--- config.mk ---
export PLATFORM = sky130hd
export DESIGN_NAME = snn_run_controller
export DESIGN_NICKNAME = d
export VERILOG_FILES = /design/src/rtl/snn_ctrl_pkg.sv /design/src/rtl/snn_cfg_table.sv /design/src/rtl/snn_run_controller.sv
export SDC_FILE = /design/constraint.sdc
export NUM_CORES = 1
export LEC_CHECK = 0
export CORE_MARGIN = 1.5
export CORE_UTILIZATION = 50
export DETAILED_ROUTE_END_ITERATION = 10
export PLACE_DENSITY = 0.67
export SLEW_MARGIN = 20
export SYNTH_ARGS = -nofsm -noshare
export SYNTH_HDL_FRONTEND = slang
export SYNTH_SLANG_ARGS = --single-unit
--- constraint.sdc ---
create_clock -name clk -period 3.35 [get_ports clk]
set_input_delay 0.67 -clock clk [delete_from_list [all_inputs] [get_ports clk]]
set_output_delay 0.67 -clock clk [all_outputs]
set_load 0.03 [all_outputs]
--- src/rtl/snn_ctrl_pkg.sv ---
// ============================================================================
// Module   : snn_ctrl_pkg
// Purpose  : Command codes, FSM states and command-bus entry type shared
//            by the SNN run controller and its configuration table.
// Revision : 1.0 - initial release
// ============================================================================
`default_nettype none

package snn_ctrl_pkg;

    localparam int PKG_INT_WIDTH   = 4;
    localparam int PKG_FLOAT_WIDTH = 2 * PKG_INT_WIDTH;
    localparam int PKG_ADDR_WIDTH  = 3;
    localparam int PKG_CMD_WIDTH   = 3;

    localparam logic [2:0] CMD_RUN                       = 3'd0;
    localparam logic [2:0] CMD_SET_INPUT_TRAIN_FREQUENCY = 3'd3;
    localparam logic [2:0] CMD_SET_INPUT_TRAIN_LENGTH    = 3'd4;
    localparam logic [2:0] CMD_CLEAR                     = 3'd5;
    localparam logic [2:0] CMD_IDLE                      = 3'd7;

    typedef enum logic [2:0] {
        IDLE   = 3'd0,
        CONFIG = 3'd1,
        CLEAR  = 3'd2,
        RUN    = 3'd3,
        DONE   = 3'd4
    } state_t;

    // One command-bus beat; addr occupies the MSBs of the packed entry.
    typedef struct packed {
        logic [PKG_ADDR_WIDTH-1:0]  addr;
        logic [PKG_CMD_WIDTH-1:0]   cmd;
        logic [PKG_FLOAT_WIDTH-1:0] cmd_arg;
    } snn_cmd_t;

endpackage

`default_nettype wire

--- src/rtl/snn_cfg_table.sv ---
// ============================================================================
// Module   : snn_cfg_table
// Purpose  : Configuration register file, one write port and one
//            combinational read port; contents are deliberately not reset.
// Revision : 1.0 - initial release
// ============================================================================
`default_nettype none

module snn_cfg_table
    import snn_ctrl_pkg::*;
#(
    parameter int DEPTH   = 16,
    parameter int ENTRY_W = $bits(snn_cmd_t),
    localparam int AW     = $clog2(DEPTH)
) (
    input  logic               clk,
    input  logic               we_i,
    input  logic [AW-1:0]      waddr_i,
    input  logic [ENTRY_W-1:0] wdata_i,
    input  logic [AW-1:0]      raddr_i,
    output logic [ENTRY_W-1:0] rdata_o
);

    logic [ENTRY_W-1:0] mem_q [DEPTH];

    always_ff @(posedge clk) begin
        if (we_i) begin
            mem_q[waddr_i] <= wdata_i;
        end
    end

    assign rdata_o = mem_q[raddr_i];

endmodule

`default_nettype wire

--- src/rtl/snn_run_controller.sv ---
// ============================================================================
// Module   : snn_run_controller
// Purpose  : Replays the configuration table onto the network command bus,
//            clears, runs with latched operands and captures the decision.
// Revision : 1.0 - initial release
// ============================================================================
`default_nettype none

module snn_run_controller
    import snn_ctrl_pkg::*;
#(
    parameter int INT_WIDTH      = 4,
    parameter int ADDR_WIDTH     = 3,
    parameter int CMD_WIDTH      = 3,
    parameter int CFG_DEPTH      = 16,
    parameter int MAX_RUN_CYCLES = 40,
    localparam int FLOAT_WIDTH   = 2 * INT_WIDTH,
    localparam int IDX_W         = $clog2(CFG_DEPTH),
    localparam int CNT_W         = IDX_W + 1,
    localparam int ENTRY_W       = ADDR_WIDTH + CMD_WIDTH + FLOAT_WIDTH
) (
    input  logic                   clk,
    input  logic                   rst,
    input  logic                   cfg_we,
    input  logic [IDX_W-1:0]       cfg_waddr,
    input  logic [ENTRY_W-1:0]     cfg_wdata,
    input  logic [CNT_W-1:0]       cfg_count,
    input  logic                   start,
    input  logic [1:0]             start_in,
    input  logic                   net_out_valid,
    input  logic                   net_out,
    output logic [ADDR_WIDTH-1:0]  net_addr,
    output logic [CMD_WIDTH-1:0]   net_cmd,
    output logic [FLOAT_WIDTH-1:0] net_cmd_arg,
    output logic [1:0]             net_in,
    output logic                   busy,
    output logic                   done,
    output logic                   result,
    output logic                   timeout
);

    localparam int RUN_W = $clog2(MAX_RUN_CYCLES + 1);

    state_t                 state_q;
    logic [CNT_W-1:0]       idx_q;
    logic [CNT_W-1:0]       count_q;
    logic [CNT_W-1:0]       count_d;
    logic [RUN_W-1:0]       run_cnt_q;
    logic [RUN_W-1:0]       run_cnt_d;
    logic [1:0]             in_bits_q;
    logic [ADDR_WIDTH-1:0]  net_addr_q;
    logic [CMD_WIDTH-1:0]   net_cmd_q;
    logic [FLOAT_WIDTH-1:0] net_arg_q;
    logic [1:0]             net_in_q;
    logic                   busy_q;
    logic                   done_q;
    logic                   result_q;
    logic                   timeout_q;

    logic                   tbl_we;
    logic [ENTRY_W-1:0]     tbl_rdata;

    // Writes only land while idle so a replay always sees a stable table.
    assign tbl_we = cfg_we && (state_q == IDLE);

    snn_cfg_table #(
        .DEPTH   (CFG_DEPTH),
        .ENTRY_W (ENTRY_W)
    ) u_cfg_table (
        .clk     (clk),
        .we_i    (tbl_we),
        .waddr_i (cfg_waddr),
        .wdata_i (cfg_wdata),
        .raddr_i (idx_q[IDX_W-1:0]),
        .rdata_o (tbl_rdata)
    );

    always_comb begin
        count_d   = (cfg_count > CNT_W'(CFG_DEPTH)) ? CNT_W'(CFG_DEPTH) : cfg_count;
        run_cnt_d = run_cnt_q + 1'b1;
    end

    always_ff @(posedge clk) begin
        if (rst) begin
            state_q    <= IDLE;
            idx_q      <= '0;
            count_q    <= '0;
            run_cnt_q  <= '0;
            in_bits_q  <= '0;
            net_addr_q <= '0;
            net_cmd_q  <= CMD_WIDTH'(CMD_IDLE);
            net_arg_q  <= '0;
            net_in_q   <= '0;
            busy_q     <= 1'b0;
            done_q     <= 1'b0;
            result_q   <= 1'b0;
            timeout_q  <= 1'b0;
        end else begin
            case (state_q)
                IDLE: begin
                    if (start) begin
                        in_bits_q <= start_in;
                        count_q   <= count_d;
                        result_q  <= 1'b0;
                        timeout_q <= 1'b0;
                        busy_q    <= 1'b1;
                        if (count_d == '0) begin
                            state_q    <= CLEAR;
                            net_addr_q <= '0;
                            net_cmd_q  <= CMD_WIDTH'(CMD_CLEAR);
                            net_arg_q  <= '0;
                        end else begin
                            // idx_q rests at 0 in IDLE, so entry 0 is already on the read port.
                            state_q    <= CONFIG;
                            net_addr_q <= tbl_rdata[ENTRY_W-1 -: ADDR_WIDTH];
                            net_cmd_q  <= tbl_rdata[FLOAT_WIDTH +: CMD_WIDTH];
                            net_arg_q  <= tbl_rdata[FLOAT_WIDTH-1:0];
                            idx_q      <= CNT_W'(1);
                        end
                    end
                end
                CONFIG: begin
                    if (idx_q == count_q) begin
                        state_q    <= CLEAR;
                        idx_q      <= '0;
                        net_addr_q <= '0;
                        net_cmd_q  <= CMD_WIDTH'(CMD_CLEAR);
                        net_arg_q  <= '0;
                    end else begin
                        net_addr_q <= tbl_rdata[ENTRY_W-1 -: ADDR_WIDTH];
                        net_cmd_q  <= tbl_rdata[FLOAT_WIDTH +: CMD_WIDTH];
                        net_arg_q  <= tbl_rdata[FLOAT_WIDTH-1:0];
                        idx_q      <= idx_q + 1'b1;
                    end
                end
                CLEAR: begin
                    state_q    <= RUN;
                    run_cnt_q  <= '0;
                    net_addr_q <= '0;
                    net_cmd_q  <= CMD_WIDTH'(CMD_RUN);
                    net_arg_q  <= '0;
                    net_in_q   <= in_bits_q;
                end
                RUN: begin
                    run_cnt_q <= run_cnt_d;
                    // A decision on the final permitted cycle still counts as a decision.
                    if (net_out_valid) begin
                        state_q   <= DONE;
                        result_q  <= net_out;
                        timeout_q <= 1'b0;
                        done_q    <= 1'b1;
                        net_cmd_q <= CMD_WIDTH'(CMD_IDLE);
                        net_in_q  <= '0;
                    end else if (run_cnt_d == RUN_W'(MAX_RUN_CYCLES)) begin
                        state_q   <= DONE;
                        result_q  <= 1'b0;
                        timeout_q <= 1'b1;
                        done_q    <= 1'b1;
                        net_cmd_q <= CMD_WIDTH'(CMD_IDLE);
                        net_in_q  <= '0;
                    end
                end
                DONE: begin
                    state_q   <= IDLE;
                    done_q    <= 1'b0;
                    busy_q    <= 1'b0;
                    run_cnt_q <= '0;
                end
                default: begin
                    state_q   <= IDLE;
                    net_cmd_q <= CMD_WIDTH'(CMD_IDLE);
                    busy_q    <= 1'b0;
                    done_q    <= 1'b0;
                end
            endcase
        end
    end

    assign net_addr    = net_addr_q;
    assign net_cmd     = net_cmd_q;
    assign net_cmd_arg = net_arg_q;
    assign net_in      = net_in_q;
    assign busy        = busy_q;
    assign done        = done_q;
    assign result      = result_q;
    assign timeout     = timeout_q;

endmodule

`default_nettype wire

Word-level counts from Yosys, hierarchy flattened
Memories as Yosys holds them, arrays and structs flattened. A register that Yosys moved wholly into a read port is not among the register bits.
Cells that the tools add are included.
{"block": "totals", "mem_bits_rw": 224, "regBits": 41, "mem_count": 1, "input_bits": 31, "out_inout_bits": 20}
{"block": "classes", "n_addsub": 2, "n_lt_le_gt_ge": 1, "eq_ne": 10, "n_mux": 44, "n_reduce_logical": 20, "n_bitwise": 3}
{"memory": "u_cfg_table.mem_q", "depth": 16, "width": 14, "read_ports": 1, "rd_ports_with_merged_regs": 1, "wr": 1, "line": "snn_cfg_table.sv:24", "text": "logic [ENTRY_W-1:0] mem_q [DEPTH];"}
{"operator": "$mux W3", "count": 12}
{"operator": "$mux W8", "count": 3}
{"operator": "$pmux W8 S3", "count": 1}
{"operator": "$mux W5", "count": 4}
{"operator": "$pmux W3 S5", "count": 1}
{"operator": "$pmux W3 S4", "count": 1}
{"operator": "$pmux W6 S2", "count": 1}
{"operator": "$reduce_and A3 Y1", "count": 4}
{"operator": "$pmux W5 S2", "count": 1}
{"operator": "$reduce_and A2 Y1", "count": 5}
{"operator": "$mux W1", "count": 9}
{"operator": "$pmux W3 S3", "count": 1}
{"operator": "$mux W4", "count": 2}
{"operator": "$pmux W1 S2", "count": 4}
{"operator": "$reduce_bool A2 Y1", "count": 4}
{"operator": "$add A6 B1 Y6 const B", "count": 1}
{"operator": "$eq A3 B2 Y1 const B", "count": 2}
{"operator": "$eq A6 B6 Y1 const B", "count": 1}
{"operator": "$mux W2", "count": 3}
{"operator": "$ne A2 B2 Y1 const B", "count": 3}
{"operator": "$reduce_or A3 Y1", "count": 2}
{"operator": "$add A5 B1 Y5 const B", "count": 1}
{"operator": "$eq A5 B5 Y1", "count": 1}
{"operator": "$gt A5 B5 Y1 const B", "count": 1}
{"operator": "10 further kinds", "count": 12}

Depth between registers and ports, before layout
Gate-level depths: netlist of run 1.
{"block": "logic_depth", "word_depth": 8, "depth_mapped": 8}

Hierarchy
From an unflattened synthesis of run 1, not the netlist that was laid out.
{"block": "unflattened", "cells_unflattened": 591, "hier_area_um2": 10448.8}
{"mod": "snn_cfg_table", "seq_area_each_um2": 6726.5, "area_each_um2": 8483.1, "cells_each": 365, "n_inst": 1}
{"mod": "snn_run_controller", "seq_area_each_um2": 820.8, "area_each_um2": 1965.6, "cells_each": 226, "n_inst": 1}

Least setup slack after synthesis of run 1
No wires, ideal clock.
{"block": "synth_path", "path_kind": "register to register", "startpoint": "reg state_q[1]", "endpoint": "mem u_cfg_table.mem_q[0][0] in the netlist's numbering, enable pin", "arrival_ns": 2.188, "required_time_ns": 2.947, "stages_incl_launch_ff": 6, "setup_slack_ns": 0.759, "path_cell_list": "dfxtp_1 -> buf_2 -> nor3_4 -> nand2_1 -> or3_1 -> nor3_1"}
{"block": "synth_between", "elab_chain_cells": 4}
{"element": "start, declared", "line": "snn_run_controller.sv:44", "text": "state_t state_q;"}
{"element": "start signal, assigned", "line": "snn_run_controller.sv:85", "text": "state_q <= IDLE;"}
{"element": "start signal, assigned", "line": "snn_run_controller.sv:108", "text": "state_q <= CLEAR;"}
{"element": "start signal, assigned", "line": "snn_run_controller.sv:114", "text": "state_q <= CONFIG;"}
{"element": "$logic_not A3 Y1", "line": "snn_run_controller.sv:64", "text": "assign tbl_we = cfg_we && (state_q == IDLE);"}
{"element": "$logic_and A1 B1 Y1", "line": "snn_run_controller.sv:64"}
{"element": "$mux W1", "line": "snn_cfg_table.sv:27", "text": "if (we_i) begin"}
{"element": "$mux W1 (implied by the code)", "line": "snn_cfg_table.sv:28", "text": "mem_q[waddr_i] <= wdata_i;"}
{"element": "end, declared", "line": "snn_cfg_table.sv:24"}
Every way passes these cells.

Final worst setup path of run 1
{"block": "layout_path", "startpoint": "reg net_arg_q[1], in the netlist net_cmd_arg[1]", "endpoint": "out net_cmd_arg[1]"}
{"element": "start, declared", "line": "snn_run_controller.sv:53", "text": "logic [FLOAT_WIDTH-1:0] net_arg_q;"}
{"element": "start signal, assigned", "line": "snn_run_controller.sv:117", "text": "net_arg_q <= tbl_rdata[FLOAT_WIDTH-1:0];"}
{"element": "start signal, assigned", "line": "snn_run_controller.sv:132", "text": "net_arg_q <= tbl_rdata[FLOAT_WIDTH-1:0];"}
{"element": "end, declared", "line": "snn_run_controller.sv:34", "text": "output logic [FLOAT_WIDTH-1:0] net_cmd_arg,"}
No word-level cell between the ends.

==> results of run 1 <==
[placed cells by master (no fill, tap or decap), drive strengths merged, types with 8 or more instances in the layout]
master,instances
edfxtp,224
mux4,57
clkdlybuf4s50,50
dfxtp,45
a21oi,38
nor2,36
nand2,34
mux2i,33
clkbuf,33
buf,30
o21ai,19
clkinv,11
nand3,10
nor3,10
nand2b,8
[sequential cells by signal (all words and copies together), names as in the netlist, 2 cells and up, named ones only]
register	flops
net_cmd	3
idx_q	5
count_q	5
net_in	2
run_cnt_q	6
in_bits_q	2
u_cfg_table.mem_q	224
state_q	3
net_addr	3
net_cmd_arg	8
[Yosys cell counts (2+ instances only)]
cell type | n | share of area
edfxtp_1 | 224 | 0.64
mux4_2 | 57 | 0.12
dfxtp_1 | 45 | 0.085
a21oi_1 | 38 | 0.018
nor2_1 | 36 | 0.013
nand2_1 | 34 | 0.012
mux2i_1 | 33 | 0.031
buf_2 | 11 | 0.0052
nand3_1 | 10 | 0.0047
o21ai_1 | 10 | 0.0047
clkbuf_1 | 9 | 0.0032
nor3_1 | 9 | 0.0043
o21ai_0 | 9 | 0.0043
buf_4 | 8 | 0.0057
nand2b_1 | 8 | 0.0047
a211oi_1 | 7 | 0.0050
xor2_1 | 5 | 0.0041
inv_1 | 4 | 0.0014
a311oi_1 | 3 | 0.0025
a41oi_1 | 3 | 0.0025
and2_1 | 3 | 0.0018
mux2_2 | 3 | 0.0032
nor3b_1 | 3 | 0.0021
a211o_1 | 2 | 0.0017
a21o_1 | 2 | 0.0014
buf_1 | 2 | 0.00071
buf_6 | 2 | 0.0021
ha_1 | 2 | 0.0024
nand3b_1 | 2 | 0.0014
nand4_1 | 2 | 0.0012
nor2b_1 | 2 | 0.0012
o211ai_1 | 2 | 0.0014
o221ai_1 | 2 | 0.0017
o31ai_1 | 2 | 0.0014
[how the worst max path moves through the flow]
stage,startpoint,endpoint,slack [ns]
floorplan,state_q[1]$_SDFFE_PP0P_,u_cfg_table.mem_q[0][0]$_DFFE_PP_,0.76
global placement,cfg_we,u_cfg_table.mem_q[0][11]$_DFFE_PP_,0.90
detailed placement,cfg_we,u_cfg_table.mem_q[0][3]$_DFFE_PP_,0.81
CTS,flip-flop,net_cmd_arg[2]$_SDFFE_PP0P_,1.08
global route,flip-flop,net_addr[2]$_SDFFE_PP0P_,0.95
finish,net_cmd_arg[1]$_SDFFE_PP0P_,net_cmd_arg[1],1.10
[per-stage QoR]
step	area (um^2)	hold WS, ns	utilization	power, W
2_1_floorplan	10600	0.432	-	0.00431
3_3_place_gp	11500	0.445	0.552	0.00456
3_5_place_dp	11500	0.451	0.552	0.00457
4_1_cts	12400	0.458	0.595	0.00761
5_1_grt	12400	0.479	0.595	0.00779
6_report	12400	0.453	0.595	0.00754
[metal layers]
layer	vias to the layer above	wire length, um	track usage
li1	2560	-	-
met1	2901	9330	0.267
met2	157	11100	0.361
met3	38	941	0.0267
met4	0	578	0.0609
met5	-	0	0
[power by group through the flow]
| stage | clock [W] | combinational (W) | sequential [W] |
|---|---|---|---|
| after floorplan | 0 | 0.000458 | 0.00385 |
| after global placement | 0 | 0.000715 | 0.00384 |
| after detailed placement | 0 | 0.000729 | 0.00385 |
| after CTS | 0.00311 | 0.000731 | 0.00378 |
| after global routing | 0.00323 | 0.000782 | 0.00378 |
| final | 0.00305 | 0.000722 | 0.00377 |
[kinds of logic after synthesis]
family,share of synthesized area
AO/OA/AOI/OAI,0.0490
adder cells (fa/ha/maj),0.00236
XOR/XNOR,0.00414
AND/OR/NAND/NOR,0.0495
multiplexers,0.156
flip-flops,0.720
buffers and inverters,0.0190
[worst reg2reg max path, cell delays in order (launching register included)]
cell,delay [ns]
dfxtp_4,0.51
buf_12,0.38
mux4_2,0.58
mux4_2,0.48
clkinv_1,0.06
a311oi_1,0.07
[area by class of cell]
| class | instances | area share |
|---|---|---|
| Timing Repair Buffer | 80 | 0.0604 |
| Clock inverter | 16 | 0.0161 |
| Tap cell | 275 | 0.0277 |
| Clock buffer | 33 | 0.0562 |
| Sequential cell | 269 | 0.614 |
| Multi-Input combinational cell | 299 | 0.224 |
| Inverter | 6 | 0.00181 |
==> results by group, run 1 <==
Floorplan
  – Die H: 149 um
  – # rows: 53
  – Core Region: 20900 um^2
  – Chip Width: 149 um
  – Initial Utilization: 0.507
  – Ports: 51
  – Die area: 22100 um^2

Final layout
  – Antenna Diode Count: 0
  – Post-route insts no fill: 978
  – Layout Nets: 716
  – Register area: 7630 um^2
  – Fraction of final layout cells sized beyond drive strength 1: 0.198
  – Multi-input logic area: 2780 um^2
  – Area Overhead vs Synth: 17.4%
  – Fill cell count: 1543

Synth
  – Ys Warns: 0
  – Cell Area, Synth: 10600 um^2
  – Post-synthesis sequential area ratio: 0.720
  – Netlist cell types: 46
  – Post-synth top flop: edfxtp_1
  – Fraction of registers with async set/reset: 0
  – Post-Syn Nets: 639
  – EDFF count, synth: 224
  – Mapped Cells: 606
  – Syn Area/Cell: 17.5 um^2
  – Number of synthesized register bits: 269

Timing
  – Clock skew: 0.0126 ns
  – Setup-failing EPs final: 0
  – Final Critical Period: 2.25 ns
  – Final Hold Viols: 0
  – Crit share post-route: 0.671
  – Relative slew slack: 0.341
  – RSZ-0062 raised after global routing: false
  – Slew Viols, Final: 0
  – Highest Clock Rate: 445 MHz
  – Final worst slack: 1.10 ns
  – Final setup TNS: 0 ns
  – Worst slew pin tran: 0.987 ns

CTS
  – H-tree lvl count: 1
  – CTS Hold Bufs: 0
  – Setup Buffers After CTS: 0
  – Clk sink count: 269
  – Root Buffer: clkbuf_16
  – CTS max path bufs: 3
  – Clk Latency, worst-skew pair: 0.53 ns
  – Post-cts gate resize count: 0
  – Clk slew on worst S/H paths: 0.06 ns
  – CTS tree: done
  – CTS buffer count: 27

Drt
  – Final WL: 21.9 mm
  – Drt drc: 0
  – Post-DR wirelength/cell: 22.4 um
  – Initial DRC count: 313
  – Final ANT Viol Nets: 0
  – Vias/cell: 5.78
  – Via count: 5656
  – Drt pass-1 iters: 4

GRT
  – First-pass GRT wire length: 33.5 mm
  – Number of global-route vias before repair: 5827
  – Initial antenna violation count: 0
  – Global Route Usage Sum: 0.205
  – Largest net degree at the start of global routing: 46
  – Grt total ovfl: 0

Pwr
  – Internal Power: 0.00589 W
  – Sequential share of power: 0.500
  – Total net switching power: 0.00165 W
  – Leakage: 3.92 nW
  – Clk pwr share: 0.404
  – Sw Share: 0.219
  – Worst vdd ir: 0.000433 V
  – PwrDens: 607 nW/um^2
  – Power share of the combinational group: 0.096

Min path
  – Hold EP: net_cmd_arg[7]$_SDFFE_PP0P_
  – HP Class: flip-flop to flip-flop
  – Hold path start: net_cmd_arg[7]$_SDFFE_PP0P_
  – Min-Delay Path Depth: 2

Setup path
  – Critical path capture point type: output pin
  – FF-to-FF End: net_cmd[0]$_SDFFE_PP1P_
  – Crit path max fanout: 2
  – Worst Path Arrival: 1.58 ns
  – CP max stage delay: 0.70 ns
  – Critical Path Start Type: flip-flop
  – Reg2reg setup slack: 1.13 ns
  – Delay-heaviest family, CP: buffers and inverters
  – Worst path cell trace: clkdlybuf4s50_1
  – Worst Reg2Reg Path Length in Cells: 5
  – WS Path Type: flip-flop to output pin
  – CP max-delay cell: clkdlybuf4s50_1
  – Worst EP required: 2.68 ns
  – Buffers & Inverters on Critical Path: 1
  – Critical Path Stages: 1

Placement
  – Hpwl dp: 13.7 mm
  – Dpl cells: 929
  – Setup WS pre-CTS: 0.805 ns
  – Port Buffers: 50
  – GP Congestion: 0.855

Outcome
  – Status: complete, no violations

Run
  – Max cap viols: 0
No activity file was read; power rests on OpenSTA's default activity.
==> run 2, diff against run 1 <==
Clock period 3.35 ns to 2.3 ns, I/O delays scaled along.
==> run 2 against run 1 <==
Net effect: clock power is 42% higher; total power is 46% higher; sequential share of layout area is 1.6 points lower; largest cell class unchanged; largest power group unchanged; non-clock buffer count is 27 higher; final cell count is 3.1% higher; critical path depth is 5 higher; highest routed layer unchanged; die area stayed put; via count is 2.4% higher; clock-buffer cell count is 10 higher; sequential power is 45% higher; clock skew is 0.0021 ns lower; utilization is 1.6 points higher.
==> results by group, run 2 (same netlist as run 1, synthesis figures left out) <==
Placement
  – Hpwl dp: 15.2 mm (+11%)
  – Placed Area: 11900 um^2 (+2.9%)
  – Dpl cells: 956 (+2.9%)
  – Port Buffers: 50 (unchanged)
  – GP Congestion: 0.889 (+3.9%)

Final layout
  – Most frequent cells in the layout: edfxtp_1 (224), mux4_2 (57), clkdlybuf4s50_1 (50)
  – Post-route insts no fill: 1008 (+3.1%)
  – Fill cell count: 1533 (-0.65%)
  – Largest Register: u_cfg_table.mem_q
  – Final Core Density: 0.611 (+0.0160)
  – Layout Nets: 744 (+3.9%)
  – Commonest non-fill, non-tap cell in the layout: edfxtp_1
  – Multi-input logic area: 2790 um^2 (+0.31%)
  – Fraction of final layout cells sized beyond drive strength 1: 0.231 (+0.0328)
  – Antenna Diode Count: 0 (unchanged)
  – Design area: 12800 um^2 (+2.7%)
  – Register area: 7630 um^2 (unchanged)
  – Area Overhead vs Synth: 20.5%
  – Number of flip-flops under the largest register name: 224 (unchanged)

Pwr
  – Sw Share: 0.224 (+0.00551)
  – Sequential share of power: 0.499 (about the same)
  – PwrDens: 860 nW/um^2 (+42%)
  – Clk pwr share: 0.394 (-0.010)
  – Power share of the combinational group: 0.107 (+0.011)
  – Total net switching power: 0.00246 W (+49%)
  – Leakage: 4.09 nW (+4.2%)
  – Worst vdd ir: 0.000747 V (+73%)
  – Internal Power: 0.00852 W (+45%)

Floorplan
  – Core Region: 20900 um^2 (unchanged)
  – Die area: 22100 um^2 (unchanged)
  – Die H: 149 um (unchanged)
  – Chip Width: 149 um (unchanged)
  – Ports: 51 (unchanged)
  – Initial Utilization: 0.507 (unchanged)
  – # rows: 53 (unchanged)

Setup path
  – Delay-heaviest family, CP: simple AND/OR/NAND/NOR gates
  – Worst path cell trace: nor3_4, buf_4, nand2_1, or3_1, nor2_1, buf_4
  – Top cell by count, worst path: buf_4
  – CP Launch Point: state_q[2]$_SDFFE_PP0P_
  – Crit path max fanout: 10 (+8)
  – CP max stage delay: 0.39 ns (-0.31 ns)
  – Worst EP required: 2.52 ns (-0.16 ns)
  – WS Path Type: flip-flop to flip-flop
  – R2r startpoint: state_q[2]$_SDFFE_PP0P_
  – CP max-delay cell: nor3_4
  – Critical Path Start Type: flip-flop
  – Reg2reg setup slack: 0.13 ns (-1.00 ns)
  – Buffers & Inverters on Critical Path: 2 (+1)
  – Critical path capture point type: flip-flop
  – Worst Path Arrival: 2.39 ns (+0.81 ns)

CTS
  – CTS buffer count: 28 (+3.7%)
  – Clk slew on worst S/H paths: 0.06 ns (about the same)
  – CTS Hold Bufs: 0 (unchanged)
  – H-tree lvl count: 1 (unchanged)
  – Setup Buffers After CTS: 0 (unchanged)
  – Post-cts gate resize count: 0 (unchanged)
  – Root Buffer: clkbuf_16
  – Clk Latency, worst-skew pair: 0.54 ns (about the same)
  – CTS max path bufs: 3 (unchanged)
  – Clk sink count: 269 (unchanged)
  – CTS tree: done

Timing
  – Slew Viols, Final: 0 (unchanged)
  – Relative slew slack: 0.542 (+0.201)
  – Final Hold Viols: 0 (unchanged)
  – Worst slew pin tran: 0.681 ns (-0.306 ns)
  – Final Critical Period: 2.17 ns
  – RSZ-0062 raised after global routing: false
  – Crit share post-route: 0.944
  – Highest Clock Rate: 461 MHz
  – Setup-failing EPs final: 0 (unchanged)
  – Clock skew: 0.0105 ns (-0.00209 ns)

Outcome
  – Status: complete, no violations

GRT
  – Grt total ovfl: 0 (unchanged)
  – Global Route Usage Sum: 0.214 (+0.00961)
  – Initial antenna violation count: 0 (unchanged)
  – Number of global-route vias before repair: 6098 (+4.7%)
  – Largest net degree at the start of global routing: 28 (-39%)
  – First-pass GRT wire length: 35.0 mm (+4.4%)

Drt
  – Final ANT Viol Nets: 0 (unchanged)
  – Vias/cell: 5.75 (-0.61%)
  – Final WL: 22.8 mm (+4.2%)
  – Post-DR wirelength/cell: 22.6 um (+1.1%)
  – Initial DRC count: 408 (+30%)
  – Drt drc: 0 (unchanged)
  – Drt pass-1 iters: 7 (+3)
  – Via count: 5794 (+2.4%)

Min path
  – HP Class: flip-flop to flip-flop
  – Hold path start: in_bits_q[0]$_SDFFE_PP0P_

Run
  – Max cap viols: 0 (unchanged)
run 2: final timing paths:
path                                                           to  depth (start not counted)
worst max-delay path            u_cfg_table.mem_q[8][3]$_DFFE_PP_                          6
worst min-delay path                       net_in[0]$_SDFFE_PP0P_                          2
worst max register to register  u_cfg_table.mem_q[8][3]$_DFFE_PP_                          6
worst min register to register             net_in[0]$_SDFFE_PP0P_                          2
run 2: final cells by class:
cell class,count,area share
tap,275,0.0270
clock inverter,9,0.00549
inverter,6,0.00176
timing repair buffer,107,0.0845
clock buffer,43,0.0647
sequential,269,0.598
multi-input combinational,299,0.219
run 2: worst register-to-register path, cell delays in order (launching register included):
cell and delay (ns):
dfxtp_1 0.33, nor3_4 0.39, buf_4 0.20, nand2_1 0.08, or3_1 0.39, nor2_1 0.20
buf_4 0.28
run 2: per-layer routing:
layer | track usage | part of all wire | vias to the layer above
met4 | 0.0703 | 0.032 | 0
met5 | 0 | 0 | -
li1 | - | - | 2622
met1 | 0.276 | 0.40 | 2956
met2 | 0.376 | 0.52 | 173
met3 | 0.0322 | 0.049 | 43
run 2: power groups by stage:
| stage | registers [W] | clock network (W) | logic, W |
|---|---|---|---|
| after CTS | 0.00548 | 0.00439 | 0.00119 |
| after global routing | 0.00549 | 0.00459 | 0.00127 |
| after floorplan | 0.00560 | 0 | 0.000668 |
| after detailed placement | 0.00558 | 0 | 0.00119 |
| final | 0.00548 | 0.00433 | 0.00118 |
| after global placement | 0.00557 | 0 | 0.00115 |
run 2: stage by stage:
step	TNS [ns]	worst slack [ns]	hold WS (ns)	total power [W]
6_report	0	0.129	0.463	0.0110
4_1_cts	0	0.110	0.467	0.0111
3_5_place_dp	-0.00258	-0.00258	0.452	0.00677
2_1_floorplan	0	0.0824	0.432	0.00627
3_3_place_gp	0	0.122	0.449	0.00673
5_1_grt	0	0.0585	0.493	0.0113
==> run 3, diff against run 2 <==
Settings changed: PLACE_DENSITY 0.67 to 0.7, SYNTH_HIERARCHICAL set to 1.
Clock period 2.3 ns to 1.77 ns, I/O delays scaled along.
==> run 3 against run 2 <==
Net effect: the flow now finishes with violations (setup timing); design area is 8.0% higher; combinational power grew to 2.5 times the previous value; sequential power rose by 29%; clock-buffer cell count decreased by 5; non-clock buffer count up 61; clock power is 34% higher; first-iteration DRC count up 31%; total power is 44% higher; final cell count is 4.2% higher; utilization up 6.6 points; die area down 1.3%; global-route usage is 1.4 points higher; critical path type unchanged.
==> results by group, run 3 <==
Floorplan
  – # rows: 52 (-1.9%)
  – Die area: 21800 um^2 (-1.3%)
  – Core Region: 20400 um^2 (-2.5%)
  – Chip Width: 148 um (-0.65%)
  – Die H: 148 um (-0.65%)
  – Initial Utilization: 0.513 (+0.00617)
  – Ports: 51 (unchanged)

Setup path
  – FF-to-FF End: u_cfg_table/mem_q[1][6]$_DFFE_PP_
  – Delay-heaviest family, CP: simple AND/OR/NAND/NOR gates
  – Worst Path Arrival: 2.31 ns (-0.08 ns)
  – Buffers & Inverters on Critical Path: 2 (unchanged)
  – CP max-delay cell: or3b_4
  – R2r startpoint: state_q[1]$_SDFFE_PP0P_
  – CP max stage delay: 0.45 ns (+0.06 ns)
  – Critical Path Start Type: flip-flop
  – Worst Reg2Reg Path Length in Cells: 6 (unchanged)
  – Crit path max fanout: 14 (+4)
  – Reg2reg setup slack: -0.31 ns (-0.44 ns)
  – Worst path cell trace: or2_4, nor3b_4, or3b_4, buf_6, nor2_4, buf_12
  – Worst EP required: 2.01 ns (-0.51 ns)
  – WS Path Type: flip-flop to flip-flop
  – Critical path capture point type: flip-flop

Timing
  – Final hold slack: 0.384 ns (-0.0794 ns)
  – Crit share post-route: 1.17 (+0.229)
  – RSZ-0062 raised after global routing: true
  – Slew Viols, Final: 0 (unchanged)
  – Final worst slack: -0.307 ns (-0.435 ns)
  – Relative slew slack: 0.574 (+0.0319)
  – Highest Clock Rate: 482 MHz (+4.6%)
  – Final Hold Viols: 0 (unchanged)
  – Setup-failing EPs final: 239 (+239)
  – Final Critical Period: 2.08 ns (-0.0949 ns)
  – Worst slew pin tran: 0.637 ns (-0.0438 ns)
  – Clock skew: 0.0162 ns (+0.00575 ns)

Pwr
  – Leakage: 4.67 nW (+14%)
  – Tot Pwr: 0.0159 W (+44%)
  – Worst vdd ir: 0.000865 V (+16%)
  – PwrDens: 1150 nW/um^2 (+34%)

Drt
  – Drt drc: 0 (unchanged)
  – Via count: 6183 (+6.7%)
  – Final WL: 24.2 mm (+6.2%)
  – Vias/cell: 5.89 (+2.4%)
  – Drt pass-1 iters: 4 (-3)
  – Post-DR wirelength/cell: 23.1 um (+2.0%)
  – Final ANT Viol Nets: 0 (unchanged)
  – Initial DRC count: 533 (+31%)

GRT
  – Grt total ovfl: 0 (unchanged)
  – Number of global-route vias before repair: 6368 (+4.4%)
  – Global Route Usage Sum: 0.229 (+0.0143)
  – Initial antenna violation count: 0 (unchanged)
  – First-pass GRT wire length: 37.1 mm (+5.9%)
  – Largest net degree at the start of global routing: 33 (+18%)

Synth
  – Cell Area, Synth: 10400 um^2 (-1.3%)
  – Post-synth top cells: edfxtp_1 (224), mux4_2 (56), dfxtp_1 (41), nand2_1 (41), nor2_1 (34)
  – Post-synth top flop: edfxtp_1
  – Top cell type's share of synthesized area: 0.644 (+0.00852)
  – Netlist cell types: 54 (+17%)
  – Mapped Cells: 591 (-2.5%)
  – Number of synthesized register bits: 265 (-1.5%)
  – Fraction of registers with async set/reset: 0 (unchanged)
  – Top cell type by total area after synthesis: edfxtp_1
  – Syn Area/Cell: 17.7 um^2 (+1.2%)
  – Ys Warns: 6 (+6)
  – Synth top area cells: edfxtp_1 (64%), mux4_2 (12%), dfxtp_1 (7.9%)
  – Most common cell in the netlist: edfxtp_1
  – Post-Syn Nets: 624 (-2.3%)
  – EDFF count, synth: 224 (unchanged)
  – Post-synthesis sequential area ratio: 0.722 (+0.00200)

Placement
  – Dpl cells: 965 (+0.94%)
  – Placed Area: 12100 um^2 (+1.7%)
  – Hpwl dp: 14.6 mm (-4.2%)
  – GP Congestion: 0.896 (+0.84%)
  – Port Buffers: 50 (unchanged)

Final layout
  – Fraction of final layout cells sized beyond drive strength 1: 0.365 (+0.134)
  – Final Core Density: 0.677 (+0.0657)
  – Fill cell count: 1326 (-14%)
  – Layout Nets: 792 (+6.5%)
  – Largest Register: u_cfg_table/mem_q
  – Number of flip-flops under the largest register name: 224 (unchanged)
  – Post-route insts no fill: 1050 (+4.2%)
  – Most frequent cells in the layout: edfxtp_1 (224), mux4_2 (56), buf_4 (51)
  – Commonest non-fill, non-tap cell in the layout: edfxtp_1
  – Area Overhead vs Synth: 31.9%
  – Design area: 13800 um^2 (+8.0%)

CTS
  – Clk slew on worst S/H paths: 0.06 ns (about the same)
  – H-tree lvl count: 1 (unchanged)
  – CTS tree: done
  – CTS buffer count: 27 (-3.6%)
  – CTS Hold Bufs: 0 (unchanged)
  – Root Buffer: clkbuf_16
  – Clk sink count: 265 (-1.5%)
  – CTS max path bufs: 3 (unchanged)
  – Clk Latency, worst-skew pair: 0.54 ns (about the same)

Min path
  – HP Class: primary input to flip-flop
  – Hold EP: in_bits_q[1]$_SDFFE_PP0P_
  – Hold path start: start_in[1]
  – Min-Delay Path Depth: 3 (+1)

Outcome
  – Status: finished, violations left
  – Failing checks: setup timing

Run
  – Max cap viols: 0 (unchanged)
==> run 3: cell types whose count changed after synthesis, sizes merged, moves of 8 or more <==
cell	before	now
mux2i	33	2
a22oi	1	31
a21oi	38	16
a22o	0	14
o21ai	19	7
buf	23	15
nand3b	2	10
==> run 3: how the worst max path moves through the flow <==
stage / startpoint / endpoint / slack [ns] / cells past startpoint
floorplan: state_q[0]$_SDFFE_PP0P_ / u_cfg_table/mem_q[0][0]$_DFFE_PP_ / -0.38 / 5
global placement: cfg_count[3] / net_cmd_arg[0]$_SDFFE_PP0P_ / -0.57 / 6
detailed placement: cfg_count[3] / net_addr[0]$_SDFFE_PP0P_ / -0.62 / 6
CTS: state_q[1]$_SDFFE_PP0P_ / u_cfg_table/mem_q[3][6]$_DFFE_PP_ / -0.29 / 6
global route: state_q[1]$_SDFFE_PP0P_ / u_cfg_table/mem_q[3][6]$_DFFE_PP_ / -0.33 / 6
finish: state_q[1]$_SDFFE_PP0P_ / u_cfg_table/mem_q[1][6]$_DFFE_PP_ / -0.31 / 6
==> run 3: cells by family (layout without fill, tap and decap cells) <==
logic type	count (synthesis)	after routing	share of synthesized area
AND/OR/NAND/NOR	132	132	0.0620
buffers and inverters	35	223	0.0187
multiplexers	58	58	0.123
adder cells (fa/ha/maj)	2	2	0.00239
XOR/XNOR	6	6	0.00503
AO/OA/AOI/OAI	93	93	0.0669
flip-flops	265	265	0.722
other	0	1	0
==> run 3: power breakdown <==
group	internal, W	switching [W]	total, W
Combinational	0.00161	0.00139	0.00300
Clock	0.00349	0.00230	0.00579
Sequential	0.00695	0.000122	0.00708
==> run 3: timing repair <==
action,CTS,global route
buffers inserted,19,13
pin swaps,22,25
endpoints found under the hold margin,0,0
endpoints found under the setup margin,262,245
resized for setup,81,45
gates cloned,6,1
==> run 3: layer usage <==
metal	up-vias	wire [um]	GRT usage	part of all wire
met5	-	0	0	0
met4	0	553	0.0605	0.023
met3	46	1410	0.0364	0.058
met2	221	12300	0.381	0.51
met1	3187	10000	0.317	0.41
li1	2729	-	-	-
==> run 3: area by class of cell <==
type | instances | area, um^2 | share of cell area
antenna | 1 | 2.50 | 0.000182
clock buffer | 38 | 777 | 0.0564
clock inverter | 11 | 141 | 0.0103
inverter | 6 | 22.5 | 0.00163
multi-input combinational | 291 | 3060 | 0.222
sequential | 265 | 7550 | 0.548
tap | 270 | 338 | 0.0245
timing repair buffer | 168 | 1890 | 0.137
==> run 3: stage by stage <==
| stage | TNS (ns) | worst slack, ns |
|---|---|---|
| final | -44.15 | -0.307 |
| after detailed placement | -105.29 | -0.622 |
| after global routing | -52.95 | -0.327 |
| after global placement | -104.86 | -0.574 |
| after CTS | -39.16 | -0.288 |
| after floorplan | -37.27 | -0.380 |
==> run 3: worst reg2reg max path: cells and delay by family (launching register included) <==
kind          cells  cell delay, ns
simple gates      4            1.14
flops             1            0.32
buf+inv           2            0.32
==> RTL change 1: new RTL, flow settings as in run 1 <==
The parameter `ADDR_WIDTH` goes from 3 to 4.
--- a/src/rtl/snn_run_controller.sv
+++ b/src/rtl/snn_run_controller.sv
@@ -12,3 +12,3 @@
     parameter int INT_WIDTH      = 4,
-    parameter int ADDR_WIDTH     = 3,
+    parameter int ADDR_WIDTH     = 4,
     parameter int CMD_WIDTH      = 3,
Ports: changed (resized cfg_wdata and net_addr); port bits go from 51 to 53. The function was not compared with the original's and may differ.
==> RTL change 1 against run 1 <==
  * Cell area up 5.8%
  * Maximum frequency is 14% lower
  * Synthesized area is 5.7% higher
  * Synthesized cell count up 5.8%
  * Routed wire length increased by 10%
  * Sequential cell count rose by 17
  * Power is 12% higher
  * Critical path depth up 4
  * Setup slack got worse by 0.38 ns
  * Largest cell class unchanged
==> RTL change 1: results (changes against run 1) <==
stage,metric,value,unit,change
outcome,status,"complete, no violations",,
timing,relSlewSlack,31.01,%,-3.1 points
logic_synthesis,synthXorXnorAreaFrac,0.6260,%,+0.21 points
routing,dr.pass1.iters,6,,+2
setup_path,r2r_slack,0.73,ns,-0.40 ns
logic_synthesis,ys_types,48,,+4.3%
setup_path,critical_path.max_stage_delay,0.54,ns,-0.16 ns
place,dp_cells,976,,+5.1%
pwr,seqPwrFrac,48.8,%,-1.2 points
logic_synthesis,synthMuxAreaShare,13.58,%,-2.0 points
pwr,ir_drop,0.0004330,V,about the same
logic_synthesis,synth-compound-area-share,6.025,%,+1.1 points
place,hpwl,15510,um,+14%
global_route,grt_use_met1,28.41,%,+1.7 points
global_route,met3_usage,2.759,%,+0.090 points
global_route,grtUsageTotal,20.95,%,+0.48 points
place,gp_congestion,0.8454,,-1.1%
global_route,gr-usage-met2,36.01,%,-0.055 points
logic_synthesis,synth_nets,675,,+5.6%
logic_synthesis,synth_seq_area_share,72.61,%,+0.58 points
setup_path,crit_family,simple AND/OR/NAND/NOR gates,,
logic_synthesis,syn_inst,641,,+5.8%
setup_path,r2r-end,u_cfg_table.mem_q[1][3],,
setup_path,crit_fanout,12,,+10
logic_synthesis,synth_enable_flop_cells,240,,+7.1%
logic_synthesis,synthAdderAreaFrac,0.2236,%,-0.013 points
pwr,leakage,4.188,nW,+6.8%
cells_and_area,largest_reg_flops,240,,+7.1%
routing,wl_met3,1309,um,+39%
cells_and_area,drive_above_1_share,20.13,%,+0.36 points
global_route,grt_pass1_vias,6314,,+8.4%
cells_and_area,instances_no_fill,1030,,+5.3%
setup_path,crit_required,3.58,ns,+0.90 ns
global_route,grt_max_degree,43,,-6.5%
worst_hold_path,min_from,net_cmd_arg[4],,
setup_path,end_kind,register,,
global_route,grt_first_pass_wirelength,37100,um,+11%
==> RTL change 1: final cells by class <==
| cell class | count | area, um2 |
|---|---|---|
| inverters | 7 | 26.28 |
| fillers | 1620 | 8746 |
| repair buffers | 88 | 803.3 |
| clock buffers | 41 | 834.6 |
| flip-flops and latches | 286 | 8133 |
| multi-input cells | 315 | 2880 |
| well taps | 280 | 350.3 |
| clock inverters | 13 | 117.6 |
==> RTL change 1: per-stage QoR <==
| stage | power, mW | instance area (um2) | hold slack [ns] | setup slack, ns |
|---|---|---|---|---|
| 6_report | 8.426 | 13150 | 0.4547 | 0.7257 |
| 5_1_grt | 8.708 | 13150 | 0.4799 | 0.5746 |
| 4_1_cts | 8.476 | 13150 | 0.4579 | 0.6941 |
| 3_5_place_dp | 5.344 | 12190 | 0.4497 | 0.5154 |
| 3_3_place_gp | 5.315 | 12190 | 0.4497 | 0.7017 |
| 2_1_floorplan | 4.940 | 11190 | 0.4293 | 0.4834 |
==> RTL change 2: new RTL, config.mk and constraints of run 1 <==
Made on the original files. Register the input `cfg_wdata` before use, without a reset. The logic sees it one clock later. The other inputs are not delayed to match.
--- a/src/rtl/snn_run_controller.sv
+++ b/src/rtl/snn_run_controller.sv
@@ -43,2 +43,8 @@
 
+    logic [ENTRY_W-1:0] cfg_wdata_q;
+
+    always_ff @(posedge clk) begin
+        cfg_wdata_q <= cfg_wdata;
+    end
+
     state_t                 state_q;
@@ -72,3 +78,3 @@
         .waddr_i (cfg_waddr),
-        .wdata_i (cfg_wdata),
+        .wdata_i (cfg_wdata_q),
         .raddr_i (idx_q[IDX_W-1:0]),
Formal check against the unedited RTL: not equivalent (a bounded check fails within 4 cycles, from zero or initial values and one cycle with rst high).
==> RTL change 2 against run 1 <==
  * Routed wire length fell by 0.55%
  * Critical path type is now reg2reg
  * Power increased by 4.4%
  * Core utilization up 0.29 points
  * Synthesized area is 2.3% higher
  * Setup slack worse by 0.097 ns
  * Via count increased by 1.1%
  * Largest power group unchanged
  * Sequential cell count rose by 14
  * Cell area up 1.8%
==> RTL change 2: results (changes against run 1) <==
stage,metric,value,unit,change
clock_tree,clk_latency,0.56,ns,+0.03 ns
logic_synthesis,synth_seq_area_share,73.01,%,+0.98 points
pwr,p_int,6.098,mW,+3.5%
clock_tree,clockBufferDepth,3,,unchanged
global_route,grt_max_degree,27,,-41%
pwr,leakage,4.101,nW,+4.6%
place,dp_cells,934,,+0.54%
timing,setup_ws,1.005,ns,-0.09747 ns
routing,via_count,5718,,+1.1%
timing,relSlewSlack,49.70,%,+16 points
logic_synthesis,synth_area_leaders,"edfxtp_1 62%, dfxtp_1 11%, mux4_2 8.9%, mux4_1 2.4%, mux2i_1 2.0%",,
logic_synthesis,synth_nets,644,,+0.78%
logic_synthesis,ys_types,45,,-2.2%
logic_synthesis,synth_common_cells,"224 x edfxtp_1, 59 x dfxtp_1, 51 x nor2_1, 43 x mux4_2, 30 x a21oi_1",,
logic_synthesis,synthMuxAreaShare,13.40,%,-2.2 points
place,gp_congestion,0.8291,,-3.0%
global_route,grt_pass1_vias,5775,,-0.89%
setup_path,crit_family,simple AND/OR/NAND/NOR gates,,
logic_synthesis,syn_inst,611,,+0.83%
routing,wirelength,21790,um,-0.55%
cells_and_area,drive_above_1_share,17.46,%,-2.3 points
place,hpwl,13240,um,-3.1%
global_route,grt_first_pass_wirelength,33370,um,-0.51%
setup_path,crit_fanout,18,,+16
setup_path,arrival,2.57,ns,+0.99 ns
routing,dr.pass1.iters,5,,+1
setup_path,cp-startpoint,state_q[2],,
routing,routedWlPerCell,22.13,um,-1.3%
timing,finalClockSkew,0.01738,ns,+0.004807 ns
place,port_buffers,50,,unchanged
logic_synthesis,synth-compound-area-share,5.233,%,+0.33 points
routing,first_iter_violations,404,,+29%
setup_path,slowest_stage,nor3_2,,
clock_tree,numCtsBuffers,29,,+7.4%
logic_synthesis,synthAdderAreaFrac,0.2311,%,-0.0053 points
outcome,status,"complete, no violations",,
pwr,ir_drop,0.0005938,V,+37%
place,dp_slack,0.6624,ns,-0.1427 ns
worst_hold_path,min_path_type,reg2reg,,
cells_and_area,finalNetCount,723,,+0.98%
logic_synthesis,synthXorXnorAreaFrac,0.6470,%,+0.23 points
global_route,grtUsageTotal,20.15,%,-0.31 points
-- RTL change 2: path summary, 6_finish.rpt --
kind                        endpoint  cells after the start
min                        net_in[1]                      2
max          u_cfg_table.mem_q[8][2]                      5
min reg2reg                net_in[1]                      2
max reg2reg  u_cfg_table.mem_q[8][2]                      5
-- RTL change 2: per-layer routing --
| metal | up-vias | GRT usage, % | share of wire (%) |
|---|---|---|---|
| li1 | 2593 | - | - |
| met1 | 2908 | 28.80 | 44 |
| met2 | 172 | 32.48 | 47 |
| met3 | 45 | 3.152 | 5.8 |
| met4 | 0 | 5.637 | 2.8 |
| met5 | - | 0 | 0 |
-- RTL change 2: kinds of logic (layout without fill, tap and decap cells) --
logic type	count (synthesis)	in the layout
xor gates and xnor gates	8	8
muxes	75	75
buffers and inverters	33	132
and+or+nand+nor	126	126
adders and majority gates	2	2
DFF	283	283
AOI/OAI and AO/OA	84	84
-- RTL change 2: stage by stage --
step	cell area, um2	utilization, %	hold WS (ns)
finish	12650	59.80	0.4666
global placement	11720	55.42	0.4478
detailed placement	11720	55.42	0.4534
global route	12650	59.80	0.4862
floorplan	10830	-	0.4322
CTS	12650	59.80	0.4697
-- RTL change 2: area by class of cell --
cell class	instances	area [um2]
Multi-Input combinational cell	295	2731
Inverter	3	11.26
Clock buffer	42	814.5
Fill cell	1568	8504
Clock inverter	9	111.4
Sequential cell	283	7914
Timing Repair Buffer	78	723.2
Tap cell	275	344.1
-- RTL change 2: power groups by stage --
stage / Sequential (mW) / Combinational (mW) / Clock (mW)
after floorplan: 4.07 / 0.535 / 0
after global placement: 4.08 / 0.741 / 0
after detailed placement: 4.09 / 0.755 / 0
after CTS: 4.02 / 0.760 / 3.17
after global routing: 4.03 / 0.812 / 3.29
final: 4.01 / 0.751 / 3.11
-- RTL change 2: worst min-delay path: stages, from the launching register on --
cell     delay [ns]
dfxtp_1        0.31
nand2_1        0.05
a21oi_1        0.05
